--- config.mk ---
export PLATFORM = sky130hd
export DESIGN_NAME = fifo_rd_unpack32_flat
export DESIGN_NICKNAME = d
export VERILOG_FILES = /design/src/rtl/fifo_rd_unpack32_if.sv /design/src/rtl/fifo_rd_unpack32.sv /design/src/flat_wrapper.sv
export SDC_FILE = /design/constraint.sdc
export NUM_CORES = 1
export LEC_CHECK = 0
export CAP_MARGIN = 20
export CORE_ASPECT_RATIO = 0.9
export CORE_UTILIZATION = 53
export CTS_CLUSTER_SIZE = 10
export DETAILED_ROUTE_END_ITERATION = 8
export GPL_TIMING_DRIVEN = 0
export MAX_ROUTING_LAYER = met4
export PLACE_DENSITY_LB_ADDON = 0.2
export REMOVE_ABC_BUFFERS = 1
export SETUP_SLACK_MARGIN = 0.5
export SKIP_LAST_GASP = 1
export SLEW_MARGIN = 20
export SYNTH_ARGS = -nofsm -noshare
export SYNTH_HDL_FRONTEND = slang
export SYNTH_SLANG_ARGS = --single-unit
--- constraint.sdc ---
create_clock -name clk -period 4.6 [get_ports clk]
set_input_delay 1.38 -clock clk [delete_from_list [all_inputs] [get_ports clk]]
set_output_delay 1.38 -clock clk [all_outputs]
set_load 0.01 [all_outputs]
--- src/rtl/fifo_rd_unpack32_if.sv ---
// Bus bundle for fifo_rd_unpack32: command/status, FIFO read port and byte stream.
// slave = drain engine side, master = controller/FIFO/consumer side.
interface fifo_rd_unpack32_if #(parameter int CNT_W = 9);
   logic             start;
   logic             abort;
   logic [CNT_W-1:0] cfg_words;
   logic             busy;
   logic             done;
   logic [31:0]      fifo_data;
   logic             fifo_empty;
   logic             fifo_re;
   logic [7:0]       out_data;
   logic             out_valid;
   logic             out_ready;
   logic             out_last;

   modport slave (
      input  start, abort, cfg_words, fifo_data, fifo_empty, out_ready,
      output busy, done, fifo_re, out_data, out_valid, out_last
   );

   modport master (
      output start, abort, cfg_words, fifo_data, fifo_empty, out_ready,
      input  busy, done, fifo_re, out_data, out_valid, out_last
   );
endinterface

--- src/rtl/fifo_rd_unpack32.sv ---
// FIFO drain engine: pops 32-bit words and streams them out little-endian, one byte per handshake.
// FIFO_UNPACK_BYPASS_EN chains the next word on the final-byte handshake (4 cycles/word, no FETCH bubble).
module fifo_rd_unpack32 #(
   parameter int CNT_W = 9
) (
   input  logic              clk,
   input  logic              rst,
   fifo_rd_unpack32_if.slave bus
);
   typedef enum logic [1:0] {IDLE, FETCH, SEND} state_e;

   state_e           state_q, state_d;
   logic [CNT_W-1:0] words_left_q, words_left_d;
   logic [31:0]      shreg_q, shreg_d;
   logic [1:0]       byte_idx_q, byte_idx_d;
   logic             done_q, done_d;
   logic             hs, word_end, last_word, chain, pop;

   // abort swallows a coincident handshake, so it never advances the byte/word counters
   assign hs        = (state_q == SEND) & bus.out_ready & ~bus.abort;
   assign word_end  = hs & (byte_idx_q == 2'd3);
   assign last_word = (words_left_q == CNT_W'(1));

`ifdef FIFO_UNPACK_BYPASS_EN
   assign chain = word_end & ~last_word & ~bus.fifo_empty;
`else
   assign chain = 1'b0;
`endif

   assign pop = ((state_q == FETCH) & ~bus.fifo_empty & ~bus.abort) | chain;

   always_comb begin
      state_d      = state_q;
      words_left_d = words_left_q;
      shreg_d      = shreg_q;
      byte_idx_d   = byte_idx_q;
      done_d       = 1'b0;
      if (bus.abort) begin
         state_d = IDLE;
      end else begin
         case (state_q)
            IDLE: begin
               if (bus.start) begin
                  if (bus.cfg_words != '0) begin
                     words_left_d = bus.cfg_words;
                     state_d      = FETCH;
                  end else begin
                     done_d = 1'b1;
                  end
               end
            end
            FETCH: begin
               if (!bus.fifo_empty) begin
                  shreg_d    = bus.fifo_data;
                  byte_idx_d = 2'd0;
                  state_d    = SEND;
               end
            end
            SEND: begin
               if (hs) begin
                  shreg_d    = {8'h00, shreg_q[31:8]};
                  byte_idx_d = byte_idx_q + 2'd1;
                  if (word_end) begin
                     words_left_d = words_left_q - CNT_W'(1);
                     if (last_word) begin
                        state_d = IDLE;
                        done_d  = 1'b1;
                     end else if (chain) begin
                        shreg_d    = bus.fifo_data;
                        byte_idx_d = 2'd0;
                     end else begin
                        state_d = FETCH;
                     end
                  end
               end
            end
            default: state_d = IDLE;
         endcase
      end
   end

   always_ff @(posedge clk) begin
      if (rst) begin
         state_q      <= IDLE;
         words_left_q <= '0;
         shreg_q      <= '0;
         byte_idx_q   <= '0;
         done_q       <= 1'b0;
      end else begin
         state_q      <= state_d;
         words_left_q <= words_left_d;
         shreg_q      <= shreg_d;
         byte_idx_q   <= byte_idx_d;
         done_q       <= done_d;
      end
   end

   assign bus.busy      = (state_q != IDLE);
   assign bus.done      = done_q;
   assign bus.fifo_re   = pop;
   assign bus.out_data  = shreg_q[7:0];
   assign bus.out_valid = (state_q == SEND);
   assign bus.out_last  = (state_q == SEND) & (byte_idx_q == 2'd3) & last_word;
endmodule

--- src/flat_wrapper.sv ---
// flat-port wrapper written by rule: the top's interface ports become plain ports
module fifo_rd_unpack32_flat 
#(
   parameter int CNT_W = 9
)
  (clk, rst, bus_start, bus_abort, bus_cfg_words, bus_fifo_data, bus_fifo_empty, bus_out_ready, bus_busy, bus_done, bus_fifo_re, bus_out_data, bus_out_valid, bus_out_last);
  fifo_rd_unpack32_if #(.CNT_W(CNT_W)) bus_i ();
  input  logic clk;
  input  logic rst;
  input wire logic [$bits(bus_i.start)-1:0] bus_start;
  input wire logic [$bits(bus_i.abort)-1:0] bus_abort;
  input wire logic [$bits(bus_i.cfg_words)-1:0] bus_cfg_words;
  input wire logic [$bits(bus_i.fifo_data)-1:0] bus_fifo_data;
  input wire logic [$bits(bus_i.fifo_empty)-1:0] bus_fifo_empty;
  input wire logic [$bits(bus_i.out_ready)-1:0] bus_out_ready;
  output wire logic [$bits(bus_i.busy)-1:0] bus_busy;
  output wire logic [$bits(bus_i.done)-1:0] bus_done;
  output wire logic [$bits(bus_i.fifo_re)-1:0] bus_fifo_re;
  output wire logic [$bits(bus_i.out_data)-1:0] bus_out_data;
  output wire logic [$bits(bus_i.out_valid)-1:0] bus_out_valid;
  output wire logic [$bits(bus_i.out_last)-1:0] bus_out_last;
  assign bus_i.start = bus_start;
  assign bus_i.abort = bus_abort;
  assign bus_i.cfg_words = bus_cfg_words;
  assign bus_i.fifo_data = bus_fifo_data;
  assign bus_i.fifo_empty = bus_fifo_empty;
  assign bus_i.out_ready = bus_out_ready;
  assign bus_busy = bus_i.busy;
  assign bus_done = bus_i.done;
  assign bus_fifo_re = bus_i.fifo_re;
  assign bus_out_data = bus_i.out_data;
  assign bus_out_valid = bus_i.out_valid;
  assign bus_out_last = bus_i.out_last;
  fifo_rd_unpack32 #(.CNT_W(CNT_W)) u_core (.clk(clk), .rst(rst), .bus(bus_i));
endmodule
* Yosys cells after proc, flatten, opt, wreduce, memory -nomap -nowiden *
Cells that the tools add are included.

storage, ports and cells
  bits of input ports = 47
  output and inout bits = 13
  logic and storage cells = 58
  register bits after elaboration = 46

operators by class
  equality and inequality tests = 9
  reduce and logical (&&, ||, !) cells = 9
  $add $sub $neg = 2
  bitwise gates (word level) = 9
  multiplexer cells = 24

operator list
  kind                                                                      count
  32-bit two-way mux                                                        2
  32-bit case mux with 2 select lines                                       1
  9-bit two-way mux                                                         4
  9-bit case mux with 2 select lines                                        1
  2-bit two-way mux                                                         7
  9-bit by 1-bit == test with 1-bit output (second input constant)          1
  9-bit nonzero test                                                        1
  9-bit by 1-bit subtractor with 9-bit output (second input constant)       1
  1-bit AND                                                                 7
  1-bit two-way mux                                                         6
  2-bit by 1-bit inequality test with 1-bit output (second input constant)  3
  2-bit case mux with 3 select lines                                        1
  6-bit AND reduction                                                       1
  2-bit nonzero test                                                        3
  5-bit AND reduction                                                       1
  2-bit == test (second input constant)                                     2
  2-bit inequality test (second input constant)                             2
  2-bit case mux with 2 select lines                                        1
  4-bit AND reduction                                                       1
  2-bit by 1-bit adder with 2-bit output (second input constant)            1
  2-bit by 1-bit == test with 1-bit output (second input constant)          1
  2-bit logical NOT                                                         1
  1-bit inverter                                                            2
  1-bit case mux with 2 select lines                                        1
  2-bit OR reduction                                                        1

* Longest topological paths before layout *
Gate-level depths: netlist of the first run.

  word-level depth = 7
  depth in mapped cells = 7

* Worst setup path before layout of the first run *
Ideal clock, no wire load.

  path kind = input -> output
  start = in bus_fifo_empty
  end = out bus_fifo_re
  stages on the path = 2
  path slack = 1268 ps
  data required time = 3220 ps
  arrival time = 1952 ps
  path buffers = 0
  cell sequence = or3b_4 > nor2_1

between the ends
  cells in the longest elaborated chain, start to end = 3

ends and longest elaborated chain
  element                  line                    source
  from (decl)              flat_wrapper.sv:14      input wire logic [$bits(bus_i.fifo_empty)-1:0] bus_fifo_empty;
  1-bit inverter           fifo_rd_unpack32.sv:30  assign pop = ((state_q == FETCH) & ~bus.fifo_empty & ~bus.abort) | chain;
  1-bit AND (2 in series)  fifo_rd_unpack32.sv:30
  to (decl)                flat_wrapper.sv:18      output wire logic [$bits(bus_i.fifo_re)-1:0] bus_fifo_re;

No other way between the ends.

* Final worst setup path of the first run *
Same ends and word-level chain as after synthesis.

==> results.md, run 1 <==
Clocking:
- At the later pin of the worst-skew pair, clock insertion delay measures 0.30 ns.
- The number of clock buffers inserted by TritonCTS is 5.
- Clock-pin slew was measured on the worst setup and hold paths at ~0.080 ns.
- The longest clock path from root to sink contains 2 buffers.
- The tree built by TritonCTS fans out to 46 sinks.
- TritonCTS built the clock tree.
- The library cell used as clock root buffer is sky130_fd_sc_hd__clkbuf_8.
- The H-tree was split into 2 levels.
- In this run, post-CTS hold repair placed 0 buffers.

Logic synthesis:
- In the synthesized netlist, the number of instances is 298.
- Synthesis inferred 46 register bits.
- The share of Yosys cell area claimed by the top area cell type is 38.4%.
- Summing every instance area after synthesis gives 2400 um2.
- During synthesis, Yosys emitted a total of 0 warnings.
- Among all flip-flop cells after synthesis, the most frequent one is sky130_fd_sc_hd__dfxtp_1.
- The dominant cell type by area after synthesis is sky130_fd_sc_hd__dfxtp_1.
- After synthesis, flip-flops and latches occupy 38.4% of the total area.
- Ranked by total cell area, the synthesized netlist is headed by sky130_fd_sc_hd__dfxtp_1, sky130_fd_sc_hd__nand2_1, sky130_fd_sc_hd__a311oi_1.
- After synthesis, the share of flip-flops with an asynchronous set or reset is 0%.
- In this run, synthesis inferred 0 flip-flops with an integrated enable.
- In this run, distinct cell masters in the synthesized netlist total 44.
- The mean instance size in the synthesized netlist is 8.05 um2.

Timing:
- Setup repair after global routing left no endpoint under its margin.
- The final setup violation count is 0.
- At the pin with the least slew margin, the transition time is 0.537 ns.
- The worst-case setup margin in the final layout is 0.635 ns.
- The highest clock frequency the design can meet is 252 MHz.
- The clock tree skew after final layout is 0.00590 ns.
- Headroom to the max-slew limit came out at 64.2%.
- The count of pins over their slew limit is 0.
- The ratio of final minimum period to clock period is 86.2%.
- Hold is met by 0.456 ns.
- The shortest period the worst path allows is 3.96 ns.
- The final sum of negative setup slack is 0 ns.
- The final count of hold timing violations is 0.

Global route:
- Entering global routing, the biggest net connects 38 pins.
- The first-pass GRT wire length is 8960 um.
- The number of global-route vias before repair is ~2000.
- Global routing finished with a remaining overflow of 0.
- The aggregate global-route resource usage is 24.6%.
- The initial antenna violation count came to 0.

Placed design:
- The half-perimeter wire length after detailed placement is 3570 um.
- Prior to clock tree synthesis, the placed netlist has a worst setup slack of around 0.35 ns.
- The total cell area at the placement stage is 2920 um2.
- The number of I/O port buffers is ~60.
- The weighted congestion reported at the end of routability-driven placement is 0.818.

Routing:
- In the final routed layout, each cell accounts on average for around 13 um.
- The number of nets with antenna violations after routing is 0.
- The number of iterations in the first detailed-routing pass is 4.
- For this block, the routed nets add up to 5330 um of wire.
- The remaining design rule violation count is 0.
- For this block, the initial DRC count from the detailed router was 216.
- The routed layout has 2228 vias.
- Dividing the detail-routed via count by the number of cells gives between 5 and 6.

Power:
- Of the total power, combinational logic draws between 10% and 20%.
- The internal power consumption is 0.000638 W.
- The total power of the final layout is between 0.0008 and 0.0009 W.
- The power dissipated by switching net loads is 0.000199 W.
- The switching share of power is 23.7%.
- For this design the static power due to leakage is between 1 and 1.5 nW.
- The portion of total power attributed to sequential cells is 50.1%.
- Across the VDD grid, the largest voltage drop is 0.000182 V.
- Power spread over the standard cell area amounts to 276 nW/um2.
- The clock network burns a little over a third of the power.

Floorplanning:
- In this run the count of I/O pins placed on the die edge is 60.
- The floorplan step defined a core boundary enclosing 4210 um2.
- After floorplanning, the core was divided into 22 placement rows.
- The vertical die dimension is 65.8 um.
- The effective utilization at floorplan is approximately 57%.
- The die area is between 4000 and 5000 um2.
- The floorplan step set the die width to 72.9 um.

Cells and area:
- The final antenna diode count is 0.
- The layout net count is 384.
- Summing all non-filler instances in the final layout gives an area of between 3000 and 4000 um2.
- The fraction of final layout cells sized beyond drive strength 1 is 7.46%.
- The layout overhead on the synthesized area is 26.2%.

Critical path:
- STA classifies the critical path startpoint as an input port.
- The data required time of the worst path is 3.22 ns.
- The start-to-end type of the worst setup path is input port to output port.
- Along the worst path, the maximum fanout reaches 4.
- For the worst setup path, the data arrival time is roughly 2.6 ns.
- The critical path endpoint category is an output port.

Hold path:
- The worst hold path belongs to the class register to register.

Run status:
- The flow ran to the end, and the final reports show no timing, DRC or antenna violations.

Run:
- Max-cap violations in this run came to 0.
==> layout by cell type (no fill, tap or decap), types with 2 or more instances in the layout <==
cell                              count
sky130_fd_sc_hd__a211o_1              2
sky130_fd_sc_hd__a211o_2              3
sky130_fd_sc_hd__a21oi_1             21
sky130_fd_sc_hd__a311oi_1            24
sky130_fd_sc_hd__and3_1               3
sky130_fd_sc_hd__buf_16               3
sky130_fd_sc_hd__clkbuf_8             5
sky130_fd_sc_hd__clkdlybuf4s50_1     57
sky130_fd_sc_hd__dfxtp_1             46
sky130_fd_sc_hd__ha_1                 3
sky130_fd_sc_hd__inv_1                2
sky130_fd_sc_hd__nand2_1             64
sky130_fd_sc_hd__nand2b_1             4
sky130_fd_sc_hd__nand3_1             11
sky130_fd_sc_hd__nand4_1              3
sky130_fd_sc_hd__nor2_1              35
sky130_fd_sc_hd__nor3_1               9
sky130_fd_sc_hd__nor4_1               3
sky130_fd_sc_hd__o31ai_1              5
sky130_fd_sc_hd__o32ai_1              3
sky130_fd_sc_hd__or2_2                2
==> power groups by stage <==
stage	Sequential, W	Clock, W	Combinational (W)
after floorplan	0.000428	0	0.0000483
after global placement	0.000428	0	0.000112
after detailed placement	0.000429	0	0.000118
after CTS	0.000419	0.000305	0.000119
after global routing	0.000421	0.000323	0.000130
final	0.000419	0.000300	0.000118
==> area by class of cell <==
cell class              count  area, um2
flip-flops and latches     46        921
clock buffers               6       72.6
multi-input cells         215       1220
clock inverters             2       37.5
repair buffers             63        687
well taps                  60       75.1
fillers                   359       1180
inverters                   3       13.8
==> path summary, 6_finish.rpt <==
kind	from	endpoint	slack [ns]	cells after the start
worst max register to register	u_core.state_q[1]	u_core.words_left_q[0]	2.39	6
worst min-delay path	u_core.shreg_q[25]	u_core.shreg_q[25]	0.46	2
worst max-delay path	bus_fifo_empty	bus_fifo_re	0.64	4
worst min register to register	u_core.shreg_q[25]	u_core.shreg_q[25]	0.46	2
==> through the flow <==
step	instances	util, %
floorplan	264	-
global placement	383	66.9
detailed placement	387	69.3
CTS	395	71.9
global route	395	71.9
finish	395	71.9
==> synth_stat cells (5+ instances only) <==
cell	count
sky130_fd_sc_hd__a21oi_1	21
sky130_fd_sc_hd__clkbuf_1	9
sky130_fd_sc_hd__nor2_1	35
sky130_fd_sc_hd__o31ai_1	5
sky130_fd_sc_hd__a311oi_1	24
sky130_fd_sc_hd__buf_4	10
sky130_fd_sc_hd__buf_2	6
sky130_fd_sc_hd__nand3_1	11
sky130_fd_sc_hd__clkbuf_8	6
sky130_fd_sc_hd__nor3_1	9
sky130_fd_sc_hd__dfxtp_1	46
sky130_fd_sc_hd__nand2_1	64
sky130_fd_sc_hd__nand2b_1	5
==> repair_timing <==
item	CTS	global route
resized for setup	2	0
endpoints found under the setup margin	2	0
setup buffers	0	0
==> worst max-delay path: stages <==
cell and delay [ns]:
sky130_fd_sc_hd__clkdlybuf4s50_1 0.42, sky130_fd_sc_hd__or3b_4 0.42, sky130_fd_sc_hd__nor2_1 0.09, sky130_fd_sc_hd__dlygate4sd2_1 0.27
==> sequential cells by signal, summed over array words and instances (netlist names) <==
name                 flops
u_core.byte_idx_q        2
u_core.state_q           2
u_core.bus.done          1
u_core.shreg_q          32
u_core.words_left_q      9
==> logic make-up (layout without fill, tap and decap cells) <==
family                   Yosys count  count (layout)  synth area share (%)
AND/OR/NAND/NOR                  143             143                  27.2
flip-flops                        46              46                  38.4
buffers and inverters             37              74                  10.8
AO/OA/AOI/OAI                     69              69                  22.1
adder cells (fa/ha/maj)            3               3                  1.56
==> metal layers <==
metal / wire length (um) / track usage (%)
met5: 0 / -
met3: 284 / 6.10
met1: 2500 / 31.0
met4: 48 / 6.37
met2: 2500 / 39.6
Note: power is estimated with default switching activity, not from simulation.
==> run 2: changes to the inputs <==
- CORE_MARGIN: default -> 5
==> run 2 against run 1 <==
Setup slack lost 0.024 ns; first-iteration DRC count decreased by 34%; register-to-register slack better by 0.05 ns; critical path depth did not move; final cell count increased by 0.25%; via count is 0.31% lower; worst hold slack improved by 0.00093 ns; sequential cell count did not move; final area decreased by 0.74%.
==> results.md, run 2 (same netlist as run 1, synthesis figures left out) <==
Run status:
- The flow ran to the end, and the final reports show no timing, DRC or antenna violations.

Run:
- The reported max-cap violation count is 0 (unchanged).

Cells and area:
- In the layout the commonest cells are sky130_fd_sc_hd__nand2_1, sky130_fd_sc_hd__clkdlybuf4s50_1, sky130_fd_sc_hd__dfxtp_1, sky130_fd_sc_hd__nor2_1, sky130_fd_sc_hd__a311oi_1.
- The total of fill cells in the finished design was 407 (+13%).
- The end-of-flow core utilization is 67.8% (-4.1 points).
- The largest registers in the layout are u_core.shreg_q: 32 flops, u_core.words_left_q: 9 flops.
- The final non-filler cell total is 396 (+0.25%).
- The area used by multi-input combinational logic is 1220 um2 (unchanged).
- More flip-flops sit in one register than any other, and that register is u_core.shreg_q.
- The area used by sequential logic in the layout came to 921 um2 (unchanged).
- The layout overhead on the synthesized area is 25.3%.
- Leaving out fill and tap cells, the most frequent cell in the layout is sky130_fd_sc_hd__nand2_1.
- The layout net count was 383 (-0.26%).
- The final antenna diode count is 0 (unchanged).
- The flip-flop count of the largest register, all copies and words added is 32 (unchanged).
- The fraction of final layout cells sized beyond drive strength 1 came to 7.49% (+0.022 points).

Placed design:
- The number of I/O port buffers came to 59 (unchanged).
- The post-placement cell count is 388 (+0.26%).
- The half-perimeter wire length after detailed placement came to 3790 um (+6.1%).
- The weighted congestion reported at the end of routability-driven placement is 0.818 (about the same).

Timing:
- Setup repair after global routing left no endpoint under its margin.
- The shortest period the worst path allows was 3.99 ns (+0.0244 ns).
- The slew at the pin with the worst max-slew slack is 0.635 ns (+0.0978 ns).
- The normalized max-slew margin is 57.6% (-6.6 points).
- The count of pins over their slew limit is 0 (unchanged).
- The final setup violation count is 0 (unchanged).
- The ratio of final minimum period to clock period is 86.7% (+0.53 points).
- The highest clock frequency the design can meet is 251 MHz (-0.61%).
- The clock tree skew after final layout came to 0.00341 ns (-0.00249 ns).
- The final count of hold timing violations was 0 (unchanged).

Clocking:
- The clock-pin slew of the registers on the worst-case setup and hold paths was 0.09 ns (about the same).
- The library cell used as clock root buffer is sky130_fd_sc_hd__clkbuf_8.
- The clock sink count is 46 (unchanged).
- TritonCTS built the clock tree.
- The post-cts repair resize count is 1 (-1).
- The number of clock buffers inserted by TritonCTS is 5 (unchanged).
- The number of buffers on the longest clock path came to 2 (unchanged).
- The number of setup buffers added after CTS is 0 (unchanged).
- The clock latency on the worst-skew pair was 0.30 ns (about the same).
- The number of hold buffers added after cts is 0 (unchanged).
- The H-tree depth is 2 (unchanged).

Routing:
- The total wirelength of the detailed-routed design is 5560 um (+4.3%).
- The first-iteration detailed-routing DRC count came to 143 (-34%).
- The routed via count divided by cell count is 5.61 (-0.57%).
- The number of vias after detailed routing is 2221 (-0.31%).
- The number of nets with antenna violations after routing is 0 (unchanged).
- The number of iterations in the first detailed-routing pass is 4 (unchanged).
- The routed wire length per instance came to 14.0 um (+4.1%).
- The remaining design rule violation count was 0 (unchanged).

Floorplanning:
- The placement row count was 23 (+4.5%).
- The effective utilization at floorplan was 54.2% (-2.8 points).
- The die area is 5980 um2 (+24%).
- The core region area is 4430 um2 (+5.2%).
- The horizontal die dimension came to 80.9 um (+11%).
- The vertical die dimension came to 73.8 um (+12%).
- The number of primary I/O pins came to 60 (unchanged).

Global route:
- The initial antenna violation count is 0 (unchanged).
- The number of global-route vias before repair came to 1938 (-2.9%).
- The aggregate global-route resource usage is 19.4% (-5.1 points).
- The first-pass GRT wire length came to 8980 um (+0.22%).
- The pin count of the biggest net entering global routing was 38 (unchanged).
- The remaining global-route overflow is 0 (unchanged).

Critical path:
- The data arrival at the endpoint of the critical path is 2.61 ns (+0.03 ns).
- The data required time of the worst path is 3.22 ns (about the same).
- The worst setup path is captured at an output port.
- The largest driver fanout on the critical path is 4 (unchanged).
- The start-to-end type of the worst setup path is input port to output port.
- STA classifies the critical path startpoint as an input port.

Hold path:
- In this run the worst hold path is classified as register to register.

Power:
- The worst vdd rail ir drop is 0.000217 V (+19%).
- The leakage power is 1.04 nW (-0.42%).
- The total power divided by cell area is 280 nW/um2 (+1.2%).
[run 2: cell count changes in the layout (fill, tap and decap cells not counted)]
cell,delta
sky130_fd_sc_hd__clkbuf_1,-1
sky130_fd_sc_hd__clkinvlp_4,-1
sky130_fd_sc_hd__clkinv_2,+1
sky130_fd_sc_hd__buf_16,-1
sky130_fd_sc_hd__inv_6,+1
[run 2: final timing paths]
path,cells after the start,to,slack (ns),start
hold reg to reg,2,u_core.shreg_q[27],0.46,u_core.shreg_q[27]
setup / recovery,4,bus_fifo_re,0.61,bus_fifo_empty
setup reg to reg,5,u_core.shreg_q[4],2.44,u_core.state_q[0]
hold / removal,2,u_core.shreg_q[27],0.46,u_core.shreg_q[27]
[run 2: routing by layer]
layer  global-route usage [%]  up-vias  wire length [um]
met1                     24.7     1027              2480
met3                     3.55        4               335
li1                         -     1130                 -
met5                        -        -                 0
met4                     5.44        0                40
met2                     31.7       60              2700
[run 2: per-stage QoR]
step | hold WS [ns] | cell area, um2 | TNS (ns) | power [W] | worst slack (ns)
detailed placement | 0.445 | 2890 | 0 | 0.000546 | 0.327
finish | 0.457 | 3010 | 0 | 0.000841 | 0.611
global placement | 0.440 | 2820 | -0.483 | 0.000541 | -0.350
floorplan | 0.426 | 2150 | 0 | 0.000476 | 1.01
global route | 0.484 | 3010 | 0 | 0.000873 | 0.576
CTS | 0.459 | 3000 | 0 | 0.000846 | 0.555
[run 2: where the power goes]
part | total, W | internal (W) | leakage [nW] | switching [W]
Sequential | 0.000419 | 0.000410 | 0.373 | 0.00000975
Clock | 0.000304 | 0.000163 | 0.0585 | 0.000141
Combinational | 0.000118 | 0.0000657 | 0.610 | 0.0000520
[run 2: layout make-up]
type	instances	share of cell area (%)
Multi-Input combinational cell	215	40.7
Sequential cell	46	30.6
Timing Repair Buffer	62	21.9
Tap cell	62	2.58
Clock buffer	5	2.29
Clock inverter	3	1.46
Inverter	3	0.458
[run 2: worst max-delay path: stages]
cell                              delay (ns)
sky130_fd_sc_hd__clkdlybuf4s50_1        0.42
sky130_fd_sc_hd__or3b_4                 0.41
sky130_fd_sc_hd__nor2_1                 0.11
sky130_fd_sc_hd__dlygate4sd2_1          0.28
